`src/rtl/chsh_trial_tally.sv`:
```
// Per-setting agree/total tally for CHSH trial events with a request/ack readout
// port, a four-cycle sequential clear, and an optional trial limit.
module chsh_trial_tally #(
   parameter int CNT_W       = 32,
   parameter int TRIAL_LIMIT = 0
) (
   input  logic             clk,
   input  logic             rst,
   input  logic             trial_valid,
   output logic             trial_ready,
   input  logic             trial_x,
   input  logic             trial_y,
   input  logic             trial_a,
   input  logic             trial_b,
   input  logic             freeze,
   input  logic             clear_req,
   output logic             clear_done,
   input  logic             rd_req,
   input  logic [1:0]       rd_setting,
   output logic             rd_ack,
   output logic [CNT_W-1:0] rd_agree,
   output logic [CNT_W-1:0] rd_total,
   output logic [CNT_W-1:0] total_trials,
   output logic             sat_flag,
   output logic             busy
);

   typedef enum logic [1:0] {ST_RUN, ST_CLEAR, ST_LIMIT} state_t;

   localparam logic [CNT_W-1:0] LIMIT_V = CNT_W'(TRIAL_LIMIT);

   state_t           state, state_nxt;
   logic [1:0]       clr_cnt;
   logic [CNT_W-1:0] agree_mem [4];
   logic [CNT_W-1:0] total_mem [4];
   logic             pend_vld;

   logic             accept;
   logic             agree_hit;
   logic [1:0]       idx;
   logic             clr_go;
   logic             clr_last;
   logic             sat_hit;
   logic [CNT_W-1:0] total_inc;

   function automatic logic [CNT_W-1:0] sat_inc(input logic [CNT_W-1:0] v);
      return (&v) ? v : v + CNT_W'(1);
   endfunction

   assign trial_ready = (state == ST_RUN) & ~freeze & ~rst;
   assign busy        = (state == ST_CLEAR);
   assign accept      = trial_valid & trial_ready;
   assign idx         = {trial_x, trial_y};
   assign agree_hit   = accept & (trial_a == trial_b);
   assign clr_go      = clear_req & (state != ST_CLEAR);
   assign clr_last    = (state == ST_CLEAR) & (clr_cnt == 2'd3);
   assign total_inc   = sat_inc(total_trials);
   // A counter already at all-ones that is incremented again would have wrapped.
   assign sat_hit     = accept & ((&total_mem[idx]) | (agree_hit & (&agree_mem[idx])) |
                                  (&total_trials));

   always_comb begin
      state_nxt = state;
      case (state)
         ST_RUN: begin
            if (clr_go)
               state_nxt = ST_CLEAR;
            else if ((TRIAL_LIMIT != 0) && accept && (total_inc == LIMIT_V))
               state_nxt = ST_LIMIT;
         end
         ST_LIMIT: if (clear_req) state_nxt = ST_CLEAR;
         ST_CLEAR: if (clr_cnt == 2'd3) state_nxt = ST_RUN;
         default:  state_nxt = ST_RUN;
      endcase
   end

   always_ff @(posedge clk or posedge rst) begin
      if (rst) begin
         state        <= ST_RUN;
         clr_cnt      <= 2'd0;
         clear_done   <= 1'b0;
         total_trials <= '0;
         sat_flag     <= 1'b0;
      end else begin
         state      <= state_nxt;
         clr_cnt    <= (state == ST_CLEAR) ? clr_cnt + 2'd1 : 2'd0;
         clear_done <= clr_last;
         if (clr_go) begin
            total_trials <= '0;
            sat_flag     <= 1'b0;
         end else begin
            if (accept)  total_trials <= total_inc;
            if (sat_hit) sat_flag     <= 1'b1;
         end
      end
   end

   // Counter array: trial updates in RUN, one entry wiped per CLEAR cycle.
   always_ff @(posedge clk or posedge rst) begin
      if (rst) begin
         for (int i = 0; i < 4; i++) begin
            agree_mem[i] <= '0;
            total_mem[i] <= '0;
         end
      end else if (state == ST_CLEAR) begin
         agree_mem[clr_cnt] <= '0;
         total_mem[clr_cnt] <= '0;
      end else if (accept) begin
         total_mem[idx] <= sat_inc(total_mem[idx]);
         if (agree_hit) agree_mem[idx] <= sat_inc(agree_mem[idx]);
      end
   end

   // Readout stage: request cycle -> ack cycle. A read parked across a clear
   // always sees wiped entries, so only its presence needs remembering.
   always_ff @(posedge clk or posedge rst) begin
      if (rst) begin
         pend_vld <= 1'b0;
         rd_ack   <= 1'b0;
         rd_agree <= '0;
         rd_total <= '0;
      end else begin
         rd_ack <= 1'b0;
         if (clr_last) begin
            if (pend_vld | rd_req) begin
               rd_ack   <= 1'b1;
               rd_agree <= '0;
               rd_total <= '0;
            end
            pend_vld <= 1'b0;
         end else if (rd_req & ((state == ST_CLEAR) | clr_go)) begin
            pend_vld <= 1'b1;
         end else if (rd_req) begin
            rd_ack   <= 1'b1;
            rd_agree <= agree_mem[rd_setting];
            rd_total <= total_mem[rd_setting];
         end
      end
   end

endmodule

```
`config.mk`:
```
export PLATFORM = sky130hd
export DESIGN_NAME = chsh_trial_tally
export DESIGN_NICKNAME = d
export VERILOG_FILES = /design/src/rtl/chsh_trial_tally.sv
export SDC_FILE = /design/constraint.sdc
export NUM_CORES = 1
export LEC_CHECK = 0
export CORE_ASPECT_RATIO = 0.7
export CORE_MARGIN = 3
export CORE_UTILIZATION = 55
export DETAILED_ROUTE_END_ITERATION = 10
export PLACE_DENSITY = 0.75
export REMOVE_ABC_BUFFERS = 1
export SLEW_MARGIN = 25
export SYNTH_ARGS = -nofsm -noshare
export SYNTH_HDL_FRONTEND = slang
export SYNTH_SLANG_ARGS = --single-unit
```
`constraint.sdc`:
```
create_clock -name clk -period 12.8 [get_ports clk]
set_input_delay 1.28 -clock clk [delete_from_list [all_inputs] [get_ports clk]]
set_output_delay 1.28 -clock clk [all_outputs]
set_load 0.01 [all_outputs]
```
### Word-level counts from Yosys, hierarchy flattened

Index checks and enable logic that the tools add are counted.

* magnitude comparators: 5
* add/sub/neg operators: 4
* multiplexer cells: 48
* bitwise logic cells: 21
* reduce and logical (&&, ||, !) cells: 16
* eq/ne operators: 11

Operator list (count)
* $mux 32: 22
* $mux 128: 5
* $and 128x128->128: 2
* $bmux 32 s2: 4
* $bwmux 128: 2
* $demux 32 s2: 2
* $not 128->128: 1
* $add 32x1->32 const B: 3
* $reduce_and 32->1: 3
* $reduce_bool 2->1: 6
* $and 1x1->1: 9
* $ge 3x3->1 const B: 3
* $not 2->3: 3
* $mux 1: 8
* $mux 2: 4
* $ne 2x2->1 const B: 4
* $lt 3x1->1 const B: 2
* $ne 2x1->1 const B: 3
* $pmux 2 s3: 1
* $reduce_and 3->1: 2
* $eq 2x2->1 const B: 2
* $or 1x1->1: 4
* $reduce_and 2->1: 2
* $add 2x1->2 const B: 1
* 5 further kinds: 7

* bits of input ports: 12
* logic and storage cells: 122
* output and inout bits: 101
* flip-flop bits (word level): 360

### Depth between registers and ports, before layout

Gate-level depths: netlist of the first run.

* word-level depth: 11
* mapped depth: 13
* depth with buffers taken out: 8

### Worst setup path after synthesis of the first run

OpenSTA, ideal clock, no wires.

* path type: input to register
* from: in trial_y
* to: reg agree_mem[125] (netlist bit)
* stages on the path: 12
* library setup time: 0.130 ns
* arrival: 3.904 ns
* path slack: 8.766 ns
* cell sequence: buf_6 -> buf_8 -> buf_6 -> buf_6 -> mux4_2 -> ha_1 -> and3_1 -> and4_4 -> a311oi_4 -> nand4_1 -> xor2_1 -> o21ai_1

* word-level cells in the longest chain between the ends: 10

Ends and longest elaborated chain
* start, declared: RTL line 12 `input logic trial_y,`
* $not 2->3 (implied by the code) (*): RTL line 110 `if (agree_hit) agree_mem[idx] <= sat_inc(agree_mem[idx]);`
* $bmux 32 s2: RTL line 110
* $mux 32 (implied by the code) (2 in series): RTL line 110
* $add 32x1->32 or $reduce_and 32->1 (tied branches): RTL line 47 `return (&v) ? v : v + CNT_W'(1);`
* $mux 32: RTL line 47
* $bwmux 128 (*): RTL line 110
* $mux 128 (*): RTL line 110
* $mux 128 (*): RTL line 108 `end else if (accept) begin`
* $mux 128 (*): RTL line 105 `end else if (state == ST_CLEAR) begin`
* end signal, assigned by index: RTL line 110
* end, declared: RTL line 34 `logic [CNT_W-1:0] agree_mem [4];`

Mark *: on every way between the ends. The rest lies on a longest branch, timed or not. The select of a mux whose other input is x is not followed.
A chain may end at the register's enable or synchronous reset.

### Worst setup path after layout of the first run

* from: in trial_y
* to: reg agree_mem[45] (netlist bit)

The elaborated chain is that of the path after synthesis.

==> results of run 1 <==
-- power groups by stage --
stage	registers, mW	clock network (mW)	logic [mW]
final	1.18	1.05	0.365
after global routing	1.18	1.12	0.391
after CTS	1.17	1.07	0.361
after detailed placement	1.19	0	0.358
after global placement	1.19	0	0.354
after floorplan	1.19	0	0.169
-- area by class of cell --
cell class                      instances  area (sq um)
Fill cell                            2359         11200
Sequential cell                       359          8980
Multi-Input combinational cell       1103          8550
Timing Repair Buffer                  138          1340
Clock buffer                           51          1040
Tap cell                              420           526
Clock inverter                         10           121
Inverter                               21          86.3
Antenna cell                            1          2.50
-- cell families after synthesis --
family,after synthesis
AND/OR/NAND/NOR,495
multiplexers,134
adder cells (fa/ha/maj),7
AO/OA/AOI/OAI,387
flip-flops,359
XOR/XNOR,80
buffers and inverters,137
-- cell usage after synthesis, types with 33 or more instances --
cell / n / area, sq um
dfrtp_1: 359 / 8980
o21ai_0: 203 / 1020
nand2_1: 197 / 739
mux4_2: 127 / 2860
nand3_1: 111 / 556
clkbuf_1: 85 / 319
a22o_1: 73 / 639
nor2_1: 49 / 184
o21ai_1: 47 / 235
xor2_1: 45 / 394
nand4_1: 36 / 225
a21oi_1: 33 / 165
xnor2_1: 33 / 289
-- layer usage --
| metal | global-route usage, % | wire length, microns | vias up |
|---|---|---|---|
| li1 | - | - | 6059 |
| met1 | 41.9 | 20900 | 7018 |
| met2 | 41.4 | 21300 | 676 |
| met3 | 6.43 | 4800 | 74 |
| met4 | 7.08 | 811 | 0 |
| met5 | 0 | 0 | - |
-- metrics by stage --
stage | total power [mW] | util [%] | instances
3_5_place_dp | 1.55 | 61.2 | 2040
5_1_grt | 2.69 | 64.9 | 2102
2_1_floorplan | 1.36 | - | 1483
3_3_place_gp | 1.55 | 61.1 | 2040
4_1_cts | 2.60 | 64.8 | 2101
6_report | 2.59 | 64.9 | 2103
-- worst min-delay path by stage --
stage                         to  cells after the start
finish                  sat_flag                      1
floorplan             clr_cnt[0]                      1
detailed placement      sat_flag                      1
global route        rd_agree[23]                      1
CTS                     sat_flag                      1
global placement        sat_flag                      1
-- registers in the layout (all words and copies together) (netlist names) --
register      count
sat_flag          1
rd_ack            1
rd_agree         32
pend_vld          1
total_trials     32
clr_cnt           2
total_mem       128
state             1
rd_total         32
agree_mem       128
clear_done        1
-- worst max-delay path, delay by kind of cell --
| family | cells | cell delay [ps] |
|---|---|---|
| buf+inv | 2 | 1130 |
| xor+xnor | 1 | 280 |
| mux | 1 | 530 |
| simple gates | 4 | 1500 |
| compound gates | 1 | 140 |
==> metrics.yaml, run 1 <==
ys_ff_latch: 359
design_area_sq_um: 20700
cts_tree: "yes"
hp-class: "register to register"
cp_slowest_cell: "buf_4"
pwr-share-seq_pct: 45.3
cts-buffers-inserted: 36
synth-xor-area-share_pct: 3.95
yosys.area_share.simple_pct: 13.4
syn_area_sq_um: 18100
switching_share_pct: 29.0
dp.final_hpwl_mm: 29.3
rows: 54
relSlewSlack_pct: 36.7
min-delay-start: "sat_flag"
root_buffer: "clkbuf_16"
ys_seq_area_share_pct: 49.6
cap_viol_max_count: 0
ioPinCount: 113
internal_power_mw: 1.84
leakagePower_nw: 8.50
post_cts_buffers: 0
cts.sinks: 359
cp_common_cell: "buf_4"
layout_commonest_cell: "dfrtp_1"
path_cells: "buf_4 -> buf_4 -> mux4_2 -> nand4_1 -> nor3_1 -> and3_1 -> and3b_1 -> xnor2_1 -> o21ai_0"
clkTransAtPathRegs_ps: 60
cellPowerDensity_nw_per_um2: 125
grt_max_degree: 189
dp_slack_ps: 7750
drt_first_pass_iters: 5
ctsResizeCount: 0
dr_total_vias: 13800
cts_buffer_depth: 3
period_share_pct: 35.6
critPathLaunchType: "primary input"
synth_compound_area_share_pct: 12.8
fin_tns_setup_ps: 0
yosys_warnings: 0
vias_per_cell: 6.57
crit_start: "trial_y"
synth-adder-area-share_pct: 0.483
timing.rr.end: "agree_mem[50]"
synth_top_family_by_area: "multiplexers"
slowest_delay_ps: 730
fin_crit_ps: 4550
grt_setup_unrepaired: "no"
drive_gt1_share_pct: 14.3
crit_fanout: 49
port-buffer-count: 112
hold_viol_final: 0
core_area_sq_um: 31800
ir_worst_vdd_uv: 108
skew_ps: 16.2
area_growth_pct: 13.9
synthDistinctLibCells: 61
synth-edff-count: 0
die-width_microns: 223
fmax_mhz: 220
p_switching_uw: 752
syn_avg_cell_area_sq_um: 11.3
clk-insertion-delay-late_ps: 530
required_ps: 13170
status: "finished, final reports clean"
die_y_microns: 158
muxShareOfSynthArea_pct: 16.3
gp_congestion: 0.806
layout.nets: 1678
htree_levels: 2
antenna_found_initial: 0
worst_pin_slew_ps: 946
hold_ws_ps: 492
clockPowerShare_pct: 40.6
async_flop_share_pct: 100
final-max-slew-violation-count: 0
drc_errors: 0
drtIter0Drc: 1450
synth_cells: 1599
dpl_cell_area_sq_um: 19500
synthFlopType: "dfrtp_1"
setup_viol: 0
setup_slack_ps: 8250
cts_hold_buf: 0
first_global_vias: 13900
wl_per_cell_microns: 22.7
track_usage_pct: 27.8
overflow: 0
totalWireLength_mm: 47.8
start_util_pct: 57.0
r2r_setup_slack_ps: 9390
r2r_start: "state[0]"
grt_pass1_wl_mm: 77.9
criticalPathCategory: "primary input to register"
crit_arrival_ps: 4920
ant_nets: 0
rr_worst_depth: 6
cp-end-kind: "register"
die_area_sq_um: 35200
final_cell_mix: "359 x dfrtp_1, 203 x o21ai_0, 194 x nand2_1"
crit_path_end: "agree_mem[45]"
combPwrFrac_pct: 14.1
(Power assumes the default switching activity.)
==> run 2: changes to the inputs <==
clock period = 4.55 ns   (was 12.8 ns; I/O delays follow)
==> run 2 against run 1 <==
- final cell count is 0.57% higher
- global-route usage is 0.085 points lower
- first-iteration DRC count increased by 4.2%
- sequential power grew to 2.8 times the previous value
- power rose to 2.8 times the previous value
- clock skew is 3.3 ps higher
- sequential share of layout area decreased by 0.25 points
- register-to-register slack lost 7900 ps
- combinational power grew to 3.0 times the previous value
- non-clock buffer count increased by 11
- routed wire length rose by 0.14%
- critical endpoint unchanged
- largest cell class unchanged
- largest power group unchanged
==> metrics.yaml, run 2 (synthesis results as in run 1) <==
cp-end-kind: "register"
period_share_pct: 76.4
ctsResizeCount: 0
track_usage_pct: 27.7
clk-insertion-delay-late_ps: 530
cts.sinks: 359
layout.nets: 1690
first_global_vias: 14100
cts_tree: "yes"
utilization_pct: 65.3
post_cts_buffers: 0
final_cell_mix: "359 x dfrtp_1, 203 x o21ai_0, 195 x nand2_1"
cts_hold_buf: 0
wl_per_cell_microns: 22.6
cts_buffer_depth: 3
rr_worst_depth: 7
drt_first_pass_iters: 5
drc_errors: 0
die-width_microns: 223
fin_tns_setup_ps: 0
area_growth_pct: 14.6
top_regs: "agree_mem x128, total_mem x128"
drtIter0Drc: 1511
port-buffer-count: 112
required_ps: 4930
grt_pass1_wl_mm: 77.8
rows: 54
hold_viol_final: 0
r2r_start: "total_trials[6]"
die_area_sq_um: 35200
drive_gt1_share_pct: 14.9
hold_ws_ps: 496
ant_nets: 0
setup_viol: 0
relSlewSlack_pct: 38.3
dr_total_vias: 14000
timing.rr.end: "total_trials[28]"
gp_congestion: 0.840
skew_ps: 19.5
start_util_pct: 57.0
leakagePower_nw: 8.57
grt_setup_unrepaired: "no"
ir_worst_vdd_uv: 275
grt_max_degree: 124
totalWireLength_mm: 47.8
overflow: 0
cap_viol_max_count: 0
worst_pin_slew_ps: 925
layout_commonest_cell: "dfrtp_1"
cellPowerDensity_nw_per_um2: 353
fmax_mhz: 288
dp.final_hpwl_mm: 29.2
core_area_sq_um: 31800
critPathLaunchType: "primary input"
hp-class: "primary input to asynchronous set/reset pin"
vias_per_cell: 6.60
criticalPathCategory: "primary input to register"
antenna_found_initial: 1
root_buffer: "clkbuf_16"
fin_crit_ps: 3480
status: "finished, final reports clean"
die_y_microns: 158
r2r_setup_slack_ps: 1480
diodes: 0
ioPinCount: 113
crit_arrival_ps: 3860
clkTransAtPathRegs_ps: 60
htree_levels: 2
final-max-slew-violation-count: 0
cts-buffers-inserted: 37
crit_fanout: 44
run 2: cell count changes in the layout (fill, tap and decap cells not counted), moves of 2 or more:
| cell | before | now |
|---|---|---|
| buf_4 | 27 | 34 |
| clkinv_4 | 3 | 1 |
| clkinv_2 | 2 | 8 |
| buf_12 | 1 | 7 |
run 2: layer usage:
metal	wire length, microns	global-route usage, %
met3	4990	6.78
met1	20500	41.0
met4	1050	7.96
met2	21300	41.5
met5	13	0
run 2: worst max path at each step:
stage | startpoint | end | slack [ps] | cells past startpoint
floorplan | rst | agree_mem[0] | -5870 | 1
global placement | trial_y | agree_mem[45] | 670 | 8
detailed placement | trial_y | agree_mem[45] | 620 | 8
CTS | trial_y | agree_mem[45] | 1130 | 8
global route | trial_y | agree_mem[73] | 830 | 8
finish | trial_y | agree_mem[45] | 1070 | 8
run 2: power by group:
part | internal [mW] | switching, mW
logic | 0.250 | 0.831
registers | 3.24 | 0.0361
clock network | 1.71 | 1.27
run 2: final cells by class:
class,instances,area (sq um)
timing repair buffer,149,1480
tap,420,526
inverter,21,86.3
fill,2416,11000
multi-input combinational,1103,8550
clock inverter,12,118
clock buffer,51,1040
sequential,359,8980
run 2: critical path: stages:
cell and delay [ps]:
buf_4 660, mux4_2 440, nand4_1 260, nor3_1 650, and3_1 660, and3b_1 260
xnor2_1 260, o21ai_0 140
run 2: stage by stage:
stage | area (sq um) | power (mW) | std cells | setup slack [ps]
detailed placement | 19600 | 4.38 | 2050 | 618
global placement | 19600 | 4.37 | 2050 | 675
floorplan | 17600 | 3.82 | 1483 | -5870
global route | 20800 | 7.59 | 2115 | 829
CTS | 20700 | 7.35 | 2113 | 1130
finish | 20800 | 7.34 | 2115 | 1070
==> run 3: changes to the inputs <==
CORE_UTILIZATION = 54   (was 55)
PLACE_DENSITY = 0.77   (was 0.75)
clock period = 3 ns   (was 4.55 ns; I/O delays follow)
==> run 3 against run 2 <==
- core utilization is 0.19 points higher
- hold slack worse by 240 ps
- non-clock buffer count is 66 higher
- critical path type is now register to register
- highest routed layer is now met4
==> metrics.yaml, run 3 (synthesis results as in run 1) <==
port-buffer-count: 112
required_ps: 3400
hold_viol_final: 0
area_growth_pct: 18.1
vias_per_cell: 6.61
cts.sinks: 359
die_area_sq_um: 35800
timing.rr.end: "agree_mem[61]"
cp-end-kind: "register"
drtIter0Drc: 1386
fill_cells: 2442
design_area_sq_um: 21400
cts-buffers-inserted: 36
core_area_sq_um: 32700
grt_max_degree: 92
grt_pass1_wl_mm: 81.9
worst_pin_slew_ps: 878
crit_fanout: 9
cts_buffer_depth: 3
multi_input_comb_area_sq_um: 8540
ctsResizeCount: 0
overflow: 0
status: "finished, final reports clean"
top_regs: "agree_mem x128, total_mem x128"
fmax_mhz: 360
r2r_setup_slack_ps: 220
die-width_microns: 225
dpl_cell_area_sq_um: 20200
root_buffer: "clkbuf_16"
dpl.cell_count: 2125
r2r_start: "agree_mem[0]"
cellPowerDensity_nw_per_um2: 529
crit_arrival_ps: 3180
setup_viol: 0
cap_viol_max_count: 0
fin_crit_ps: 2780
ff_latch_area_sq_um: 8980
ir_worst_vdd_uv: 451
ant_nets: 0
grt_setup_unrepaired: "no"
first_global_vias: 14800
gp_congestion: 0.864
design_power_total_mw: 11.3
ioPinCount: 113
clk-insertion-delay-late_ps: 540
relSlewSlack_pct: 41.4
final-max-slew-violation-count: 0
drive_gt1_share_pct: 17.9
criticalPathCategory: "register to register"
dr_total_vias: 14400
critPathLaunchType: "register"
wl_per_cell_microns: 23.3
leakagePower_nw: 8.94
antenna_found_initial: 0
layout_commonest_cell: "dfrtp_1"
track_usage_pct: 28.8
cts_tree: "yes"
cts_hold_buf: 0
rr_worst_depth: 9
diodes: 0
hp-class: "primary input to asynchronous set/reset pin"
totalWireLength_mm: 50.8
clkTransAtPathRegs_ps: 60
dp.final_hpwl_mm: 32.3
start_util_pct: 55.5
layout.nets: 1755
fin_cells: 2184
skew_ps: 26.8
final_cell_mix: "359 x dfrtp_1, 203 x o21ai_0, 195 x nand2_1"
post_cts_buffers: 0
drt_first_pass_iters: 5
htree_levels: 2
die_y_microns: 159
rows: 55
drc_errors: 0
period_share_pct: 92.5
## run 3: cell count changes in the layout (fill, tap and decap cells not counted)
cell | previous run | this run
clkinv_4 | 1 | 0
a21oi_2 | 5 | 4
clkbuf_8 | 6 | 5
buf_12 | 7 | 17
a21oi_1 | 28 | 29
inv_6 | 1 | 3
buf_4 | 34 | 90
clkbuf_1 | 8 | 7
bufinv_16 | 2 | 3
clkinv_2 | 8 | 4
## run 3: worst max-delay path, cell delays in order, from the launching register on
cell and delay (ps):
dfrtp_1 400, mux4_2 520, ha_1 230, and3_1 170, and4_4 200, a311oi_4 330
buf_12 160, nand4_1 140, xor2_1 350, o21ai_1 140
## run 3: metal layers
layer  wire length, microns  track usage [%]  vias to the layer above  part of all wire, %
met2                  23000             43.5                      815                   45
met3                   5270             7.28                      119                   10
li1                       -                -                     6187                    -
met1                  21000             41.2                     7312                   41
met4                   1510             9.56                        0                  3.0
met5                      0                0                        -                    0
## run 3: layout make-up
| type | instances | area share (%) |
|---|---|---|
| inverters | 21 | 0.403 |
| clock buffers | 49 | 4.77 |
| multi-input cells | 1103 | 39.9 |
| repair buffers | 215 | 9.80 |
| well taps | 427 | 2.50 |
| clock inverters | 10 | 0.637 |
| flip-flops and latches | 359 | 42.0 |
## run 3: worst max-delay path by stage
stage,start,endpoint,slack [ps],cells past startpoint
CTS,agree_mem[0],agree_mem[53],270,9
detailed placement,trial_y,total_mem[110],-110,10
floorplan,rst,agree_mem[0],-7260,1
global route,agree_mem[0],agree_mem[61],140,9
global placement,trial_y,total_mem[46],-60,10
finish,agree_mem[0],agree_mem[61],220,9
## run 3: power breakdown
group / total (mW) / switching [mW] / internal [mW]
logic: 1.79 / 1.31 / 0.480
registers: 4.98 / 0.0701 / 4.91
clock network: 4.56 / 1.92 / 2.64
## run 3: stage by stage
step                      hold slack [ps]  util, %  worst slack (ps)  TNS (ps)
after floorplan                       440        -             -7260  -2898080
after global placement                474     61.9             -61.9      -670
after detailed placement              488     61.9              -113     -2030
after CTS                             276     65.5               268         0
after global routing                  315     65.5               139         0
final                                 252     65.5               225         0
==> RTL edit, RTL diff (config.mk and constraints of run 2) <==
`CNT_W`: 32 -> 48.
--- a/src/rtl/chsh_trial_tally.sv
+++ b/src/rtl/chsh_trial_tally.sv
@@ -1,7 +1,7 @@
 // Per-setting agree/total tally for CHSH trial events with a request/ack readout
 // port, a four-cycle sequential clear, and an optional trial limit.
 module chsh_trial_tally #(
-   parameter int CNT_W       = 32,
+   parameter int CNT_W       = 48,
    parameter int TRIAL_LIMIT = 0
 ) (
    input  logic             clk,
Ports: changed (resized rd_agree, rd_total and total_trials); port bits go from 113 to 161. No check against the original RTL was run, so the function may have changed too.
==> RTL edit against run 2 <==
Core utilization is 1.5 points lower. Synthesized cell count is 51% higher. Combinational power up 45%. Clock skew fell by 0.0080 ns. Wire length grew 60%. Setup slack got worse by 0.051 ns. Sequential cell count increased by 176. Power is 48% higher. Synthesized area increased by 53%. Design area rose by 52%. Clock power is 50% higher.
==> RTL edit: results (changes against run 2) <==
Post-Place Cells=3112 (+52%); Syn Inst Count=2410 (+51%); met3 wire length=8.20 mm (+65%); Setup Slack @ Placement=0.557 ns (-0.0612 ns); worst-path fanout max=66 (+50%); period utilisation layout=77.5% (+1.1 points); r2r endpoint=total_trials[31]$_DFFE_PP0P_; Reg2Reg Launch Point=total_trials[3]$_DFFE_PP0P_; status=finished clean; Total Wirelength=76.6 mm (+60%); Tot GR Track Use=29.3% (+1.6 points); sequential area share after synthesis=48.3% (-1.2 points); Top Layer Used=met4; post-synthesis compound-gate area fraction=14.1% (+1.3 points); largest cells by area after synthesis=dfrtp_1, mux4_2, o21ai_0; total CTS buffers=52 (+41%); share of layout cells above drive strength 1=15.6% (+0.70 points); initial antenna violation count=0 (-1); drt wl/cell=23.9 um (+5.6%); first-pass GRT wire length=124 mm (+59%); reg2reg path depth=8 (+1); vias per cell=6.64 (+0.50%); # fillers=3763 (+56%); RD Place Congestion=0.866 (+3.0%); GR met1 Demand/Resource=42.3% (+1.2 points); Worst-Margin Slew=1.07 ns (+0.144 ns)
## RTL edit: cell count changes in the layout (fill, tap and decap cells not counted), sizes merged, moves of 48 or more
cell / change
xnor2: +55
dfrtp: +176
mux4: +64
nand2: +153
clkdlybuf4s50: +48
o21ai: +103
## RTL edit: power breakdown
| part | switching, mW | internal [mW] |
|---|---|---|
| Combinational | 1.24 | 0.324 |
| Sequential | 0.0403 | 4.80 |
| Clock | 1.88 | 2.59 |
| Total | 3.16 | 7.72 |
## RTL edit: cell type report
class | instances | area, um2 | area share (%)
Multi-Input combinational cell | 1664 | 13400 | 42.3
Sequential cell | 535 | 13400 | 42.4
Clock inverter | 14 | 199 | 0.630
Timing Repair Buffer | 219 | 2150 | 6.82
Tap cell | 665 | 832 | 2.63
Clock buffer | 80 | 1530 | 4.83
Inverter | 29 | 116 | 0.368
## RTL edit: how the worst min path moves through the flow
stage / endpoint / slack (ns) / cells after the start
after floorplan: clr_cnt[0]$_DFF_PP0_ / 0.45 / 1
after global placement: clr_cnt[0]$_DFF_PP0_ / 0.47 / 1
after detailed placement: total_mem[9]$_DFFE_PP0P_ / 0.48 / 1
after CTS: total_trials[8]$_DFFE_PP0P_ / 0.39 / 2
after global routing: rd_total[3]$_DFFE_PP0P_ / 0.42 / 2
final: rd_total[3]$_DFFE_PP0P_ / 0.40 / 2
## RTL edit: per-stage QoR
| stage | instance area, um2 | hold WS, ns | utilization [%] |
|---|---|---|---|
| floorplan | 26800 | 0.450 | - |
| global placement | 29900 | 0.470 | 60.3 |
| detailed placement | 29900 | 0.484 | 60.3 |
| CTS | 31600 | 0.389 | 63.8 |
| global route | 31600 | 0.422 | 63.8 |
| finish | 31600 | 0.397 | 63.8 |
